**src/rtl/chunk_adder.sv**
```systemverilog
// chunk_adder: multi-cycle adder/subtractor that adds CHUNK bits per clock, LSB slice first
module chunk_adder #(
  parameter int WIDTH = 32,
  parameter int CHUNK = 4
) (
  input  logic             clk_i,
  input  logic             rst_i,
  input  logic             start_i,
  input  logic             sub_i,
  input  logic [WIDTH-1:0] src1_i,
  input  logic [WIDTH-1:0] src2_i,
  output logic             busy_o,
  output logic             done_o,
  output logic [WIDTH-1:0] sum_o,
  output logic             cout_o,
  output logic             ovf_o,
  output logic             zero_o
);
  localparam int NCHUNK = WIDTH / CHUNK;
  localparam int IW = (NCHUNK > 1) ? $clog2(NCHUNK) : 1;

  typedef enum logic [1:0] {S_IDLE, S_BUSY, S_DONE} state_t;

  state_t           r_state;
  state_t           w_next;
  logic [WIDTH-1:0] r_a;
  logic [WIDTH-1:0] r_b;
  logic [WIDTH-1:0] r_acc;
  logic [WIDTH-1:0] r_sum;
  logic [IW-1:0]    r_idx;
  logic             r_carry;
  logic             r_cout;
  logic             r_ovf;
  logic [CHUNK:0]   w_add;
  logic [WIDTH-1:0] w_acc_next;
  logic             w_last;
  logic             w_accept;
  logic             w_msb_cin;

  assign w_accept  = start_i && (r_state != S_BUSY);
  assign w_last    = (r_state == S_BUSY) && (r_idx == IW'(NCHUNK - 1));
  assign w_add     = {1'b0, r_a[r_idx*CHUNK +: CHUNK]} + {1'b0, r_b[r_idx*CHUNK +: CHUNK]} + {{CHUNK{1'b0}}, r_carry};
  // Carry into the MSB is recovered from the MSB sum bit and its (already inverted) operands.
  assign w_msb_cin = r_a[WIDTH-1] ^ r_b[WIDTH-1] ^ w_add[CHUNK-1];

  // Merge the current slice result into the accumulator image.
  always_comb begin
    w_acc_next = r_acc;
    w_acc_next[r_idx*CHUNK +: CHUNK] = w_add[CHUNK-1:0];
  end

  // State register.
  always_ff @(posedge clk_i or negedge rst_i) begin
    if (!rst_i) r_state <= S_IDLE;
    else        r_state <= w_next;
  end

  // Next-state logic; a start in DONE is accepted back-to-back, a start in BUSY is ignored.
  always_comb begin
    w_next = r_state;
    case (r_state)
      S_IDLE:  w_next = start_i ? S_BUSY : S_IDLE;
      S_BUSY:  w_next = w_last ? S_DONE : S_BUSY;
      S_DONE:  w_next = start_i ? S_BUSY : S_IDLE;
      default: w_next = S_IDLE;
    endcase
  end

  // Status outputs decode directly from the state.
  always_comb begin
    busy_o = (r_state == S_BUSY);
    done_o = (r_state == S_DONE);
  end

  // Datapath: operand capture on accept, one slice per BUSY cycle, result commit on the last slice.
  always_ff @(posedge clk_i or negedge rst_i) begin
    if (!rst_i) begin
      r_a     <= '0;
      r_b     <= '0;
      r_acc   <= '0;
      r_sum   <= '0;
      r_idx   <= '0;
      r_carry <= 1'b0;
      r_cout  <= 1'b0;
      r_ovf   <= 1'b0;
    end else if (w_accept) begin
      r_a     <= src1_i;
      r_b     <= src2_i ^ {WIDTH{sub_i}};
      r_carry <= sub_i;
      r_idx   <= '0;
    end else if (r_state == S_BUSY) begin
      r_acc   <= w_acc_next;
      r_carry <= w_add[CHUNK];
      r_idx   <= r_idx + 1'b1;
      if (w_last) begin
        r_sum  <= w_acc_next;
        r_cout <= w_add[CHUNK];
        r_ovf  <= w_msb_cin ^ w_add[CHUNK];
      end
    end
  end

  assign sum_o  = r_sum;
  assign cout_o = r_cout;
  assign ovf_o  = r_ovf;
  assign zero_o = ~|r_sum;
endmodule

```
**config.mk**
```make
export PLATFORM = sky130hd
export DESIGN_NAME = chunk_adder
export DESIGN_NICKNAME = d
export VERILOG_FILES = /design/src/rtl/chunk_adder.sv
export SDC_FILE = /design/constraint.sdc
export NUM_CORES = 1
export LEC_CHECK = 0
export CAP_MARGIN = 5
export CELL_PAD_IN_SITES_DETAIL_PLACEMENT = 1
export CELL_PAD_IN_SITES_GLOBAL_PLACEMENT = 2
export CORE_AREA = 2 2 125 187
export CTS_CLUSTER_DIAMETER = 100
export CTS_CLUSTER_SIZE = 8
export DETAILED_ROUTE_END_ITERATION = 10
export DIE_AREA = 0 0 127 189
export PLACE_DENSITY_LB_ADDON = 0.1
export SYNTH_ARGS = -nofsm -noshare
export SYNTH_HDL_FRONTEND = slang
export SYNTH_SLANG_ARGS = --single-unit
```
**constraint.sdc**
```tcl
create_clock -name clk_i -period 3.8 [get_ports clk_i]
set_input_delay 0.76 -clock clk_i [delete_from_list [all_inputs] [get_ports clk_i]]
set_output_delay 0.76 -clock clk_i [all_outputs]
set_load 0.05 [all_outputs]
```
==> impl_metrics.csv, run 1 <==
group,metric,value,unit
hold_path,hold_class,"in2async",
setup_path,path_class,"reg2out",
synth,yosys_warnings,0,
sta,slew_viol_final,0,
detailed_routing,ant_nets,0,
setup_path,critPathCaptureType,"output pin",
final_layout,areaGrowthSynthToFinish,31.0,%
detailed_routing,drt-initial-drc-count,165,
synth,syn_area_per_cell,11.4,um^2
sta,timing.fmax,292,MHz
floorplan,die_h,189,um
synth,synth_seq_cells,136,
sta,setup_viol,0,
final_layout,antenna_cells,0,
final_layout,final_common_cell,"dfrtp_1",
setup_path,r2r-end,"sum_o[7]",
floorplan,die_area,24000,um^2
detailed_routing,vias_per_cell,4.79,
detailed_routing,routedWlPerCell,18.7,um
detailed_routing,vias,4651,
clock_tree,cts_sinks,136,
final_layout,nets,762,
final_layout,final_cell_mix,"dfrtp_1 (135), clkdlybuf4s50_1 (102), nand2_1 (95)",
synth,netlist_instances,578,
setup_path,arrival,2660,ps
global_routing,grt_pass1_wl,29.8,mm
setup_path,crit_path_start_kind,"register",
final_layout,seq_area,3400,um^2
clock_tree,clk_pin_slew,60,ps
floorplan,rows,67,
placement,gp_congestion,0.762,
clock_tree,tritoncts,"done",
global_routing,gr-total-overflow,0,
clock_tree,cts_root_buf,"clkbuf_16",
sta,period_minus_slack,3420,ps
setup_path,critPathCapture,"zero_o",
setup_path,reg2regPathDepth,11,
global_routing,grt_use_total,16.3,%
clock_tree,clockBufferDepth,2,
power_and_ir_drop,power_density,1010,nW/um^2
floorplan,placeableCoreArea,22300,um^2
synth,yosysUniqueCellTypes,43,
final_layout,multi_input_area,3010,um^2
sta,slew_headroom,34.2,%
power_and_ir_drop,p_leak,3.81,nW
sta,rsz0062_at_grt,"no",
power_and_ir_drop,ir_drop,501,uV
final_layout,n_fill_cell,2457,
flow_run,maxCapViolCount,0,
detailed_routing,totalWireLength,18.2,mm
global_routing,antenna_found_initial,0,
sta,worst-slew-pin-transition,986,ps
placement,place_ws,436,ps
clock_tree,htreeDepth,4,
setup_path,rr_startpoint,"r_idx[0]",
placement,dpl.hpwl,13.3,mm
setup_path,cp_max_fo,3,
synth,ys_seq_area_share,51.5,%
global_routing,grt_pass1_vias,5343,
clock_tree,postCtsResizedCells,0,
run_status,status,"finished clean",
detailed_routing,drc,0,
final_layout,drive_gt1_share,19.4,%
setup_path,worstSetupStartpoint,"sum_o[5]",
clock_tree,cts_setup_buffers,0,
placement,portBuffers,104,
clock_tree,clock_latency,430,ps
detailed_routing,firstDrtPassIters,4,
clock_tree,cts_hold_buf,0,
synth,syn-num-nets,658,
floorplan,fp.dieW,127,um
floorplan,initial_core_util,29.6,%
setup_path,reg2reg_slack,490,ps
global_routing,grt_max_degree,97,
sta,period_share,90.0,%
clock_tree,cts-buffers-inserted,17,
sta,setup_ws,380,ps
sta,tns,0,ps
setup_path,required,3040,ps
sta,hold_viol,0,
sta,fin_skew,11.3,ps
floorplan,pin_count,105,
synth,netlist_area,6610,um^2
cells in the mapped netlist, drive strengths merged:
| cell type | n | area (um^2) |
|---|---|---|
| o22ai | 1 | 6.26 |
| clkbuf | 12 | 45.0 |
| or4 | 6 | 45.0 |
| nor2 | 23 | 88.8 |
| or2 | 1 | 6.26 |
| and2 | 2 | 12.5 |
| mux2i | 23 | 230 |
| fa | 2 | 40.0 |
| xor2 | 2 | 17.5 |
| nor4 | 9 | 56.3 |
| dfrtp | 136 | 3400 |
| mux4 | 16 | 360 |
| a21o | 1 | 7.51 |
| nor3 | 8 | 45.0 |
| xnor2 | 35 | 307 |
| nor2b | 2 | 15.0 |
| a21oi | 18 | 90.1 |
| ha | 10 | 125 |
| mux2 | 60 | 683 |
| o21ai | 65 | 329 |
| buf | 20 | 119 |
| inv | 9 | 33.8 |
| o31ai | 3 | 22.5 |
| o21a | 2 | 15.0 |
| nand2 | 99 | 379 |
| nand2b | 5 | 31.3 |
| nand3 | 3 | 20.0 |
| nand4 | 3 | 25.0 |
| nor4b | 2 | 47.6 |
cell families (layout without fill, tap and decap cells):
kind of cell,after synthesis,after routing,share of synthesized area (%)
AO/OA/AOI/OAI,90,90,7.12
multiplexers,99,99,19.3
AND/OR/NAND/NOR,163,163,11.7
flip-flops,136,136,51.5
XOR/XNOR,37,37,4.91
adder cells (fa/ha/maj),12,12,2.50
buffers and inverters,41,158,2.99
power by group:
group	internal [W]	switching [W]
clock	0.00135	0.000653
sequential	0.00207	0.000420
combinational	0.00169	0.00255
total	0.00511	0.00363
final cells by class:
cell class	instances	area share (%)
Inverter	9	0.390
Sequential cell	136	39.3
Clock inverter	11	2.78
Multi-Input combinational cell	401	34.8
Tap cell	276	3.99
Clock buffer	21	5.44
Timing Repair Buffer	117	13.3
how the worst min path moves through the flow:
stage	slack [ps]	from	end	cells after the start
6_report	370	rst_i	sum_o[4]	1
5_1_grt	430	rst_i	sum_o[4]	1
4_1_cts	420	rst_i	r_acc[21]	1
3_5_place_dp	470	cout_o	cout_o	2
3_3_place_gp	460	r_b[19]	r_b[19]	2
2_1_floorplan	440	r_b[10]	r_b[10]	2
state kept, by name, summed over array words and instances (netlist names), 2 cells and up:
register  cells
r_a          32
r_acc        32
r_b          32
sum_o        32
r_idx         3
r_state       2
metrics by stage:
stage / total power, W / util (%) / cell area [um^2] / cells / hold slack (ps)
final: 0.00874 / 38.8 / 8650 / 971 / 365
after global routing: 0.00939 / 38.8 / 8650 / 971 / 426
after CTS: 0.00891 / 38.8 / 8650 / 971 / 424
after detailed placement: 0.00687 / 35.6 / 7940 / 939 / 467
after global placement: 0.00675 / 35.6 / 7940 / 939 / 459
after floorplan: 0.00531 / - / 6610 / 578 / 445
layer usage:
layer	up-vias	track usage (%)	wire (um)
met5	-	0	0
met4	0	7.31	550
met3	27	2.91	489
met2	90	29.6	9750
met1	2318	18.4	7370
li1	2216	-	-
critical path, cell delays in order, from the launching register on:
cell and delay [ps]:
dfrtp_1 400, nor4_1 720, nand4_1 160, nor2_1 140, clkdlybuf4s50_1 810
(Power assumes the default switching activity.)
==> inputs of run 2 (changes only) <==
Settings changed: HOLD_SLACK_MARGIN from default to 0.15, MAX_ROUTING_LAYER from default to met4.
Clock period 3.8 ns to 3.5 ns, I/O delays scaled along.
==> impl_metrics.csv, run 2 (synthesis results as in run 1) <==
group,metric,value,unit
floorplan,fp.dieW,127,um
clock_tree,clockBufferDepth,2,
sta,setup_viol,0,
clock_tree,clock_latency,420,ps
final_layout,final_common_cell,"dfrtp_1",
setup_path,crit_path_start_kind,"register",
detailed_routing,vias,4624,
floorplan,pin_count,105,
clock_tree,cts_sinks,136,
power_and_ir_drop,power_density,1050,nW/um^2
clock_tree,cts_setup_buffers,0,
floorplan,die_h,189,um
setup_path,arrival,3540,ps
global_routing,antenna_found_initial,0,
run_status,status,"finished clean",
sta,fin_skew,8.59,ps
setup_path,critPathCaptureType,"register",
detailed_routing,vias_per_cell,4.72,
detailed_routing,firstDrtPassIters,4,
global_routing,grt_use_total,16.6,%
placement,dpl.hpwl,13.7,mm
global_routing,grt_pass1_wl,29.3,mm
placement,post_dp_cell_area,8040,um^2
placement,place_ws,267,ps
flow_run,maxCapViolCount,0,
sta,slew_headroom,38.1,%
hold_path,hold_class,"in2async",
sta,worst-slew-pin-transition,929,ps
sta,period_share,91.5,%
clock_tree,postCtsResizedCells,0,
sta,slew_viol_final,0,
setup_path,path_class,"reg2reg",
placement,gp_congestion,0.813,
clock_tree,cts_hold_buf,0,
setup_path,path_cells,"mux4_2 -> nand2_1 -> and2_1 -> inv_1 -> ha_1 -> a21o_1 -> a21oi_1 -> xor2_1 -> buf_4 -> or4_1 -> a21oi_1",
floorplan,initial_core_util,29.6,%
detailed_routing,ant_nets,0,
detailed_routing,routedWlPerCell,18.7,um
global_routing,gr-total-overflow,0,
setup_path,max_stage_delay,610,ps
clock_tree,clk_pin_slew,60,ps
detailed_routing,drc,0,
final_layout,final_cell_mix,"dfrtp_1 (135), clkdlybuf4s50_1 (102), nand2_1 (95)",
final_layout,n_fill_cell,2439,
placement,portBuffers,104,
power_and_ir_drop,finalPower,0.00903,W
clock_tree,htreeDepth,4,
sta,hold_viol,0,
clock_tree,tritoncts,"done",
final_layout,design_area,8560,um^2
detailed_routing,totalWireLength,18.3,mm
clock_tree,cts-buffers-inserted,17,
final_layout,nets,771,
floorplan,die_area,24000,um^2
setup_path,cp_max_fo,14,
final_layout,areaGrowthSynthToFinish,29.6,%
sta,tns,0,ps
floorplan,placeableCoreArea,22300,um^2
sta,setup_ws,297,ps
power_and_ir_drop,ir_drop,857,uV
global_routing,grt_max_degree,84,
sta,timing.fmax,312,MHz
floorplan,rows,67,
global_routing,grt_pass1_vias,5140,
setup_path,cpMostUsedCell,"a21oi_1",
power_and_ir_drop,p_leak,3.78,nW
final_layout,final_core_util,38.4,%
sta,period_minus_slack,3200,ps
detailed_routing,drt-initial-drc-count,227,
final_layout,antenna_cells,0,
final_layout,drive_gt1_share,20.1,%
setup_path,required,3840,ps
clock_tree,cts_root_buf,"clkbuf_16",
sta,rsz0062_at_grt,"no",
setup_path,crit_path_top_delay_cell,"dfrtp_2",
## run 2: cell count changes in the layout (fill, tap and decap cells not counted), sizes merged
cell,before,now
clkinv,2,6
bufinv,7,0
clkbuf,21,23
buf,15,24
inv,10,9
clkinvlp,1,2
## run 2: final timing paths
check                           startpoint        end  slack [ps]  depth (start not counted)
worst max-delay path              r_idx[0]   sum_o[7]         300                         11
worst min-delay path                 rst_i   sum_o[5]         310                          1
worst max register to register    r_idx[0]   sum_o[7]         300                         11
worst min register to register     r_b[20]    r_b[20]         480                          2
max in group asynchronous            rst_i  sum_o[29]        2400                          2
min in group clk_i                 r_b[20]    r_b[20]         480                          2
## run 2: cell type report
cell class / instances / area [um^2] / area share [%]
clock buffers: 23 / 478 / 5.58
clock inverters: 8 / 48.8 / 0.570
inverters: 9 / 33.8 / 0.395
multi-input cells: 401 / 3010 / 35.2
flip-flops and latches: 136 / 3400 / 39.8
well taps: 276 / 345 / 4.03
repair buffers: 126 / 1240 / 14.5
## run 2: through the flow
stage | std cells | hold slack, ps
finish | 979 | 315
global route | 979 | 347
CTS | 979 | 344
detailed placement | 948 | 474
global placement | 948 | 460
floorplan | 578 | 404
## run 2: power breakdown
group	total [W]	switching (W)	internal [W]
Clock	0.00162	0.000668	0.000951
Combinational	0.00469	0.00275	0.00194
Sequential	0.00272	0.000469	0.00225
Total	0.00903	0.00389	0.00514
## run 2: per-layer routing
metal	track usage [%]	vias to the layer above	share of wire, %
met5	-	-	0
met4	6.38	0	2.2
met3	2.94	22	2.7
met2	30.5	91	56
met1	17.6	2277	39
li1	-	2234	-
## run 2: critical path: cells and delay by family (launching register included)
family                   cells  cell delay (ps)
AND/OR/NAND/NOR              3              800
adder cells (fa/ha/maj)      1              300
flip-flops                   1              610
XOR/XNOR                     1               80
multiplexers                 1              560
AO/OA/AOI/OAI                3              510
buffers and inverters        2              260
==> inputs of run 3 (changes only) <==
Clock period 3.5 ns to 3.35 ns, I/O delays scaled along.
==> impl_metrics.csv, run 3 (synthesis results as in run 1) <==
group,metric,value,unit
sta,timing.fmax,318,MHz
detailed_routing,drt-initial-drc-count,118,
setup_path,arrival,3480,ps
flow_run,maxCapViolCount,0,
power_and_ir_drop,power_density,1140,nW/um^2
power_and_ir_drop,comb_power_share,50.6,%
run_status,status,"finished clean",
floorplan,die_area,24000,um^2
detailed_routing,totalWireLength,18.1,mm
clock_tree,cts_sinks,136,
detailed_routing,firstDrtPassIters,4,
global_routing,grt_max_degree,77,
placement,gp_congestion,0.764,
floorplan,die_h,189,um
global_routing,antenna_found_initial,0,
clock_tree,clock_latency,420,ps
setup_path,cp_max_fo,14,
clock_tree,cts_root_buf,"clkbuf_16",
power_and_ir_drop,p_leak,3.83,nW
placement,place_ws,88.8,ps
clock_tree,htreeDepth,4,
setup_path,crit_path_start_kind,"register",
sta,period_share,94.0,%
floorplan,pin_count,105,
final_layout,nets,769,
sta,setup_ws,202,ps
clock_tree,clockBufferDepth,2,
power_and_ir_drop,clock_power_share,20.8,%
detailed_routing,routedWlPerCell,18.6,um
power_and_ir_drop,p_sw_share,41.3,%
placement,post_dp_cell_area,8020,um^2
sta,fin_skew,8.88,ps
power_and_ir_drop,p_sw,0.00409,W
sta,rsz0062_at_grt,"no",
final_layout,fin_cells,978,
sta,period_minus_slack,3150,ps
global_routing,grt_use_total,16.2,%
setup_path,required,3680,ps
sta,setup_viol,0,
sta,worst-slew-pin-transition,914,ps
final_layout,final_common_cell,"dfrtp_1",
sta,tns,0,ps
setup_path,path_class,"reg2reg",
floorplan,placeableCoreArea,22300,um^2
detailed_routing,vias_per_cell,4.75,
sta,slew_viol_final,0,
clock_tree,clk_pin_slew,60,ps
clock_tree,cts-buffers-inserted,17,
floorplan,rows,67,
hold_path,hold_class,"in2async",
floorplan,initial_core_util,29.6,%
power_and_ir_drop,p_int,0.00582,W
placement,dpl.hpwl,13.7,mm
final_layout,final_cell_mix,"dfrtp_1 (135), clkdlybuf4s50_1 (102), nand2_1 (95)",
clock_tree,tritoncts,"done",
sta,slew_headroom,39.1,%
global_routing,grt_pass1_vias,5224,
final_layout,seq_area,3410,um^2
final_layout,areaGrowthSynthToFinish,31.3,%
placement,portBuffers,104,
power_and_ir_drop,power_frac_seq,28.6,%
detailed_routing,vias,4648,
final_layout,drive_gt1_share,20.2,%
sta,hold_viol,0,
global_routing,gr-total-overflow,0,
detailed_routing,ant_nets,0,
final_layout,antenna_cells,0,
power_and_ir_drop,finalPower,0.00992,W
power_and_ir_drop,ir_drop,677,uV
final_layout,multi_input_area,3020,um^2
global_routing,grt_pass1_wl,28.9,mm
detailed_routing,drc,0,
setup_path,critPathCaptureType,"register",
final_layout,design_area,8670,um^2
placement,dp_cells,946,
final_layout,n_fill_cell,2439,
floorplan,fp.dieW,127,um
run 3: cell types whose count changed in the layout (fill, tap and decap cells not counted), moves of 2 or more:
cell       change
bufinv_16      +5
buf_4          -2
clkbuf_8       -2
clkinv_2       -2
clkinv_4       +2
run 3: path summary, 6_finish.rpt:
kind	from	to	slack, ps	cells past startpoint
max reg2reg	r_idx[0]	sum_o[23]	200	11
min reg2reg	r_b[17]	r_b[17]	480	2
min	rst_i	sum_o[4]	260	1
max in group asynchronous	rst_i	r_a[18]	2240	2
min in group clk_i	r_b[17]	r_b[17]	480	2
max	r_idx[0]	sum_o[23]	200	11
run 3: per-stage QoR:
step | util [%] | hold WS (ps)
floorplan | - | 374
global placement | 36.0 | 464
detailed placement | 36.0 | 475
CTS | 38.9 | 283
global route | 38.9 | 299
finish | 38.9 | 258
run 3: what timing repair did:
action | CTS | global route
hold buffers | 0 | 0
endpoints found under the setup margin | 0 | 19
buffers inserted | 0 | 0
resized for setup | 0 | 2
run 3: worst max-delay path: stages (launching register included):
cell and delay (ps):
dfrtp_4 570, mux4_2 570, nand2_1 80, and2_1 180
inv_1 70, ha_1 300, a21o_1 190, a21oi_1 170
xor2_1 120, buf_12 160, or4_1 500, a21oi_1 150
run 3: power groups by stage:
stage               combinational [W]  sequential (W)  clock (W)
floorplan                     0.00288         0.00314          0
global placement              0.00506         0.00286          0
detailed placement            0.00514         0.00289          0
CTS                           0.00516         0.00286    0.00211
global route                  0.00548         0.00295    0.00218
finish                        0.00502         0.00284    0.00206
run 3: cell type report:
class / count / area share, %
tap: 276 / 3.98
multi-input combinational: 401 / 34.8
clock buffer: 20 / 5.15
clock inverter: 12 / 2.29
sequential: 136 / 39.3
inverter: 9 / 0.389
timing repair buffer: 124 / 14.1
run 3: routing by layer:
| layer | vias to the layer above | part of all wire [%] | global-route usage (%) |
|---|---|---|---|
| li1 | 2229 | - | - |
| met1 | 2306 | 39 | 17.2 |
| met2 | 89 | 56 | 30.0 |
| met3 | 24 | 2.6 | 2.66 |
| met4 | 0 | 2.5 | 6.00 |
| met5 | - | 0 | - |
==> edit 1, RTL diff (config.mk and constraints of run 3) <==
Set the parameter `WIDTH` to 64 (it was 32).
--- a/src/rtl/chunk_adder.sv
+++ b/src/rtl/chunk_adder.sv
@@ -2,3 +2,3 @@
 module chunk_adder #(
-  parameter int WIDTH = 32,
+  parameter int WIDTH = 64,
   parameter int CHUNK = 4
Interface: changed (resized src1_i, src2_i and sum_o); port bits go from 105 to 201. No check against the original RTL was run, so the function may have changed too.
==> edit 1 against run 3 <==
  * The flow now stops in 3_3_place_gp
  * Synthesized area is 92% higher
==> edit 1: results (changes against run 3) <==
EDFF count, synth 0 (unchanged); PortBufs 200 (+92%); # rows 67 (unchanged); error message [ERROR FLW-0024] Place density exceeds 1.0 (current PLACE_DENSITY_LB_ADDON =  0.1). Please check if the value of  PLACE_DENSITY_LB_ADDON is between 0 and 0.99.; Post-synth top cells dfrtp_1, nand2_1, mux2_2, mux2i_1, o21ai_0; part of the Yosys area used for sequential elements 52.1% (+0.63 points); Last stage 3_3_place_gp; syn_nets 1258 (+91%); Mapped Cells 1115 (+93%); Synth Flop Type dfrtp_1; FFs w/ async S/R, synth 100% (unchanged); Synth Register Bits 265 (+95%); Synth area leaders dfrtp_1, mux2_2, mux2i_1; Synth cell types 51 (+19%); status aborted with a tool error; synth warn 0 (unchanged)
[edit 1: cell families after synthesis]
group,Yosys count,share of synthesized area [%]
AOI/OAI and AO/OA,197,8.51
xor gates and xnor gates,72,5.11
adders and majority gates,11,1.20
buffers and inverters,84,3.19
DFF,265,52.1
muxes,214,20.0
and+or+nand+nor,272,9.80
==> edit 2, RTL diff (flow settings as in run 3) <==
Without the edit above. Re-encode `state_t` (3 states) as one-hot, 3 bits wide.
--- a/src/rtl/chunk_adder.sv
+++ b/src/rtl/chunk_adder.sv
@@ -21,3 +21,3 @@
 
-  typedef enum logic [1:0] {S_IDLE, S_BUSY, S_DONE} state_t;
+  typedef enum logic [2:0] {S_IDLE = 3'b001, S_BUSY = 3'b010, S_DONE = 3'b100} state_t;
 
Function: same outputs for any inputs over 10 cycles, from zero or initial values and one cycle with rst_i low; not proved beyond that.
==> edit 2 against run 3 <==
  * Worst setup slack better by 0.0068 ns
  * Synthesized cell count is 3.5% higher
  * First-iteration DRC count is 26% higher
  * Critical path type unchanged
  * Sequential cell count is 1 higher
  * Synthesized area is 2.2% higher
  * Routed wire length is 4.6% higher
  * Hold slack worse by 0.025 ns
  * Cell area is 1.0% higher
Power is not compared: it rests on default switching activity, and its combinational part moved more than twofold at a synthesized area within 25%.
==> edit 2: results (changes against run 3) <==
Post-Layout Cell Count 998 (+2.0%); worst-case clock buffer depth 2 (unchanged); nets@finish 786 (+2.2%); vias in the first global route 5437 (+4.1%); GRT Overall Usage 17.2% (+1.0 points); status finished, final reports clean; worst reg2reg path startpoint r_idx[0]$_DFFE_PN0P_; CP Max Fanout 8 (-6); Num CTS Buffers 17 (unchanged); synth warn 0 (unchanged); CTS root buffer clkbuf_16; worst r2r path cells 10 (-1); H-tree Lvls 4 (unchanged); n_diodes 0 (unchanged); initial antenna violation count 0 (unchanged); Max IR drop VDD 0.357 mV; Max Clock Skew 0.0108 ns (+0.00192 ns); worst min-delay path category input pin to async pin; cell area after placement 0.00811 mm2 (+1.1%); CP arrival 3.47 ns (about the same); leakage roughly 0.0037 uW; Worst R2R End ovf_o$_DFFE_PN0P_; Reg clk slew, reported paths 0.06 ns (about the same); PortBufs 104 (unchanged); largest net degree at the start of global routing 76 (-1.3%); first-pass GRT wire length 30500 um (+5.5%); vias 4751 (+2.2%); FFs w/ async S/R, synth 100% (unchanged); part of the Yosys area used for sequential elements 50.8% (-0.72 points); syn_nets 675 (+2.6%); internal reg-to-reg setup slack 0.21 ns; # fillers 2443 (+0.16%); Slew @ Worst Pin 0.911 ns (-0.00258 ns); placed insts 964 (+1.9%); Post-synth top cells dfrtp_1, nand2_1, o21ai_0, mux2_2, xnor2_1; WS Path Type flop to flop; final wirelength 19000 um (+4.6%); DP Wirelength 14400 um (+4.8%); DR pass1 iterations 4 (unchanged); Synth cell types 57 (+33%); Mapped Cells 598 (+3.5%); Synth area leaders dfrtp_1, mux2_2, nand2_1; fin. max-slew vios 0 (unchanged); Clk Latency, worst-skew pair between 0.4 and 0.5 ns; initial drt markers 149 (+26%); setup tns final 0 ns (unchanged); fraction of layout instances using a drive strength above 1 20.2% (about the same); Final GP Congestion 0.791 (+3.6%)
## edit 2: power breakdown
group          switching, uW  internal (uW)
clock                    760           1250
sequential               207           1930
combinational           1360           1090
## edit 2: repair_timing
item,4_1_cts,5_1_grt
gates resized for setup,0,3
buffers inserted,0,2
endpoints found under the setup margin,0,8
## edit 2: cell families after synthesis
group / share of synthesized area, %
AND/OR/NAND/NOR: 13.7
AO/OA/AOI/OAI: 8.36
flip-flops: 50.8
multiplexers: 17.1
XOR/XNOR: 4.67
adder cells (fa/ha/maj): 1.89
buffers and inverters: 3.48
## edit 2: layout make-up
| cell class | count | area [um2] | share of cell area, % |
|---|---|---|---|
| multi-input combinational | 419 | 3100 | 35.4 |
| clock buffer | 18 | 429 | 4.90 |
| tap | 276 | 345 | 3.94 |
| timing repair buffer | 128 | 1230 | 14.0 |
| clock inverter | 14 | 196 | 2.24 |
| inverter | 6 | 28.8 | 0.328 |
| sequential | 137 | 3430 | 39.1 |
## edit 2: metal layers
layer	vias to the layer above	share of wire, %	GRT usage [%]
met5	-	0	-
met2	81	57	32.5
met3	17	2.4	3.14
li1	2310	-	-
met4	0	1.3	4.78
met1	2343	39	18.2
## edit 2: how the worst max path moves through the flow
stage	endpoint	slack, ns	cells after the start
after detailed placement	sum_o[22]$_DFFE_PN0P_	0.06	10
final	ovf_o$_DFFE_PN0P_	0.21	10
after CTS	sum_o[22]$_DFFE_PN0P_	0.05	10
after global placement	sum_o[10]$_DFFE_PN0P_	0.12	10
after global routing	ovf_o$_DFFE_PN0P_	0.02	10
after floorplan	ovf_o$_DFFE_PN0P_	0.20	11
## edit 2: through the flow
step | hold slack [ns] | util, % | worst slack [ns]
finish | 0.232 | 39.3 | 0.209
global route | 0.280 | 39.3 | 0.0206
CTS | 0.260 | 39.2 | 0.0480
detailed placement | 0.469 | 36.4 | 0.0591
global placement | 0.460 | 36.4 | 0.119
floorplan | 0.374 | - | 0.197
## edit 2: critical path, stage by stage, from the launching register on
cell and delay [ns]:
dfrtp_2 0.49, mux4_2 0.54, nand2_1 0.09, nand2_1 0.08, fa_1 0.47, fa_1 0.43, buf_4 0.17, a21o_1 0.20
a211oi_2 0.27, a211oi_1 0.08, o31ai_1 0.23
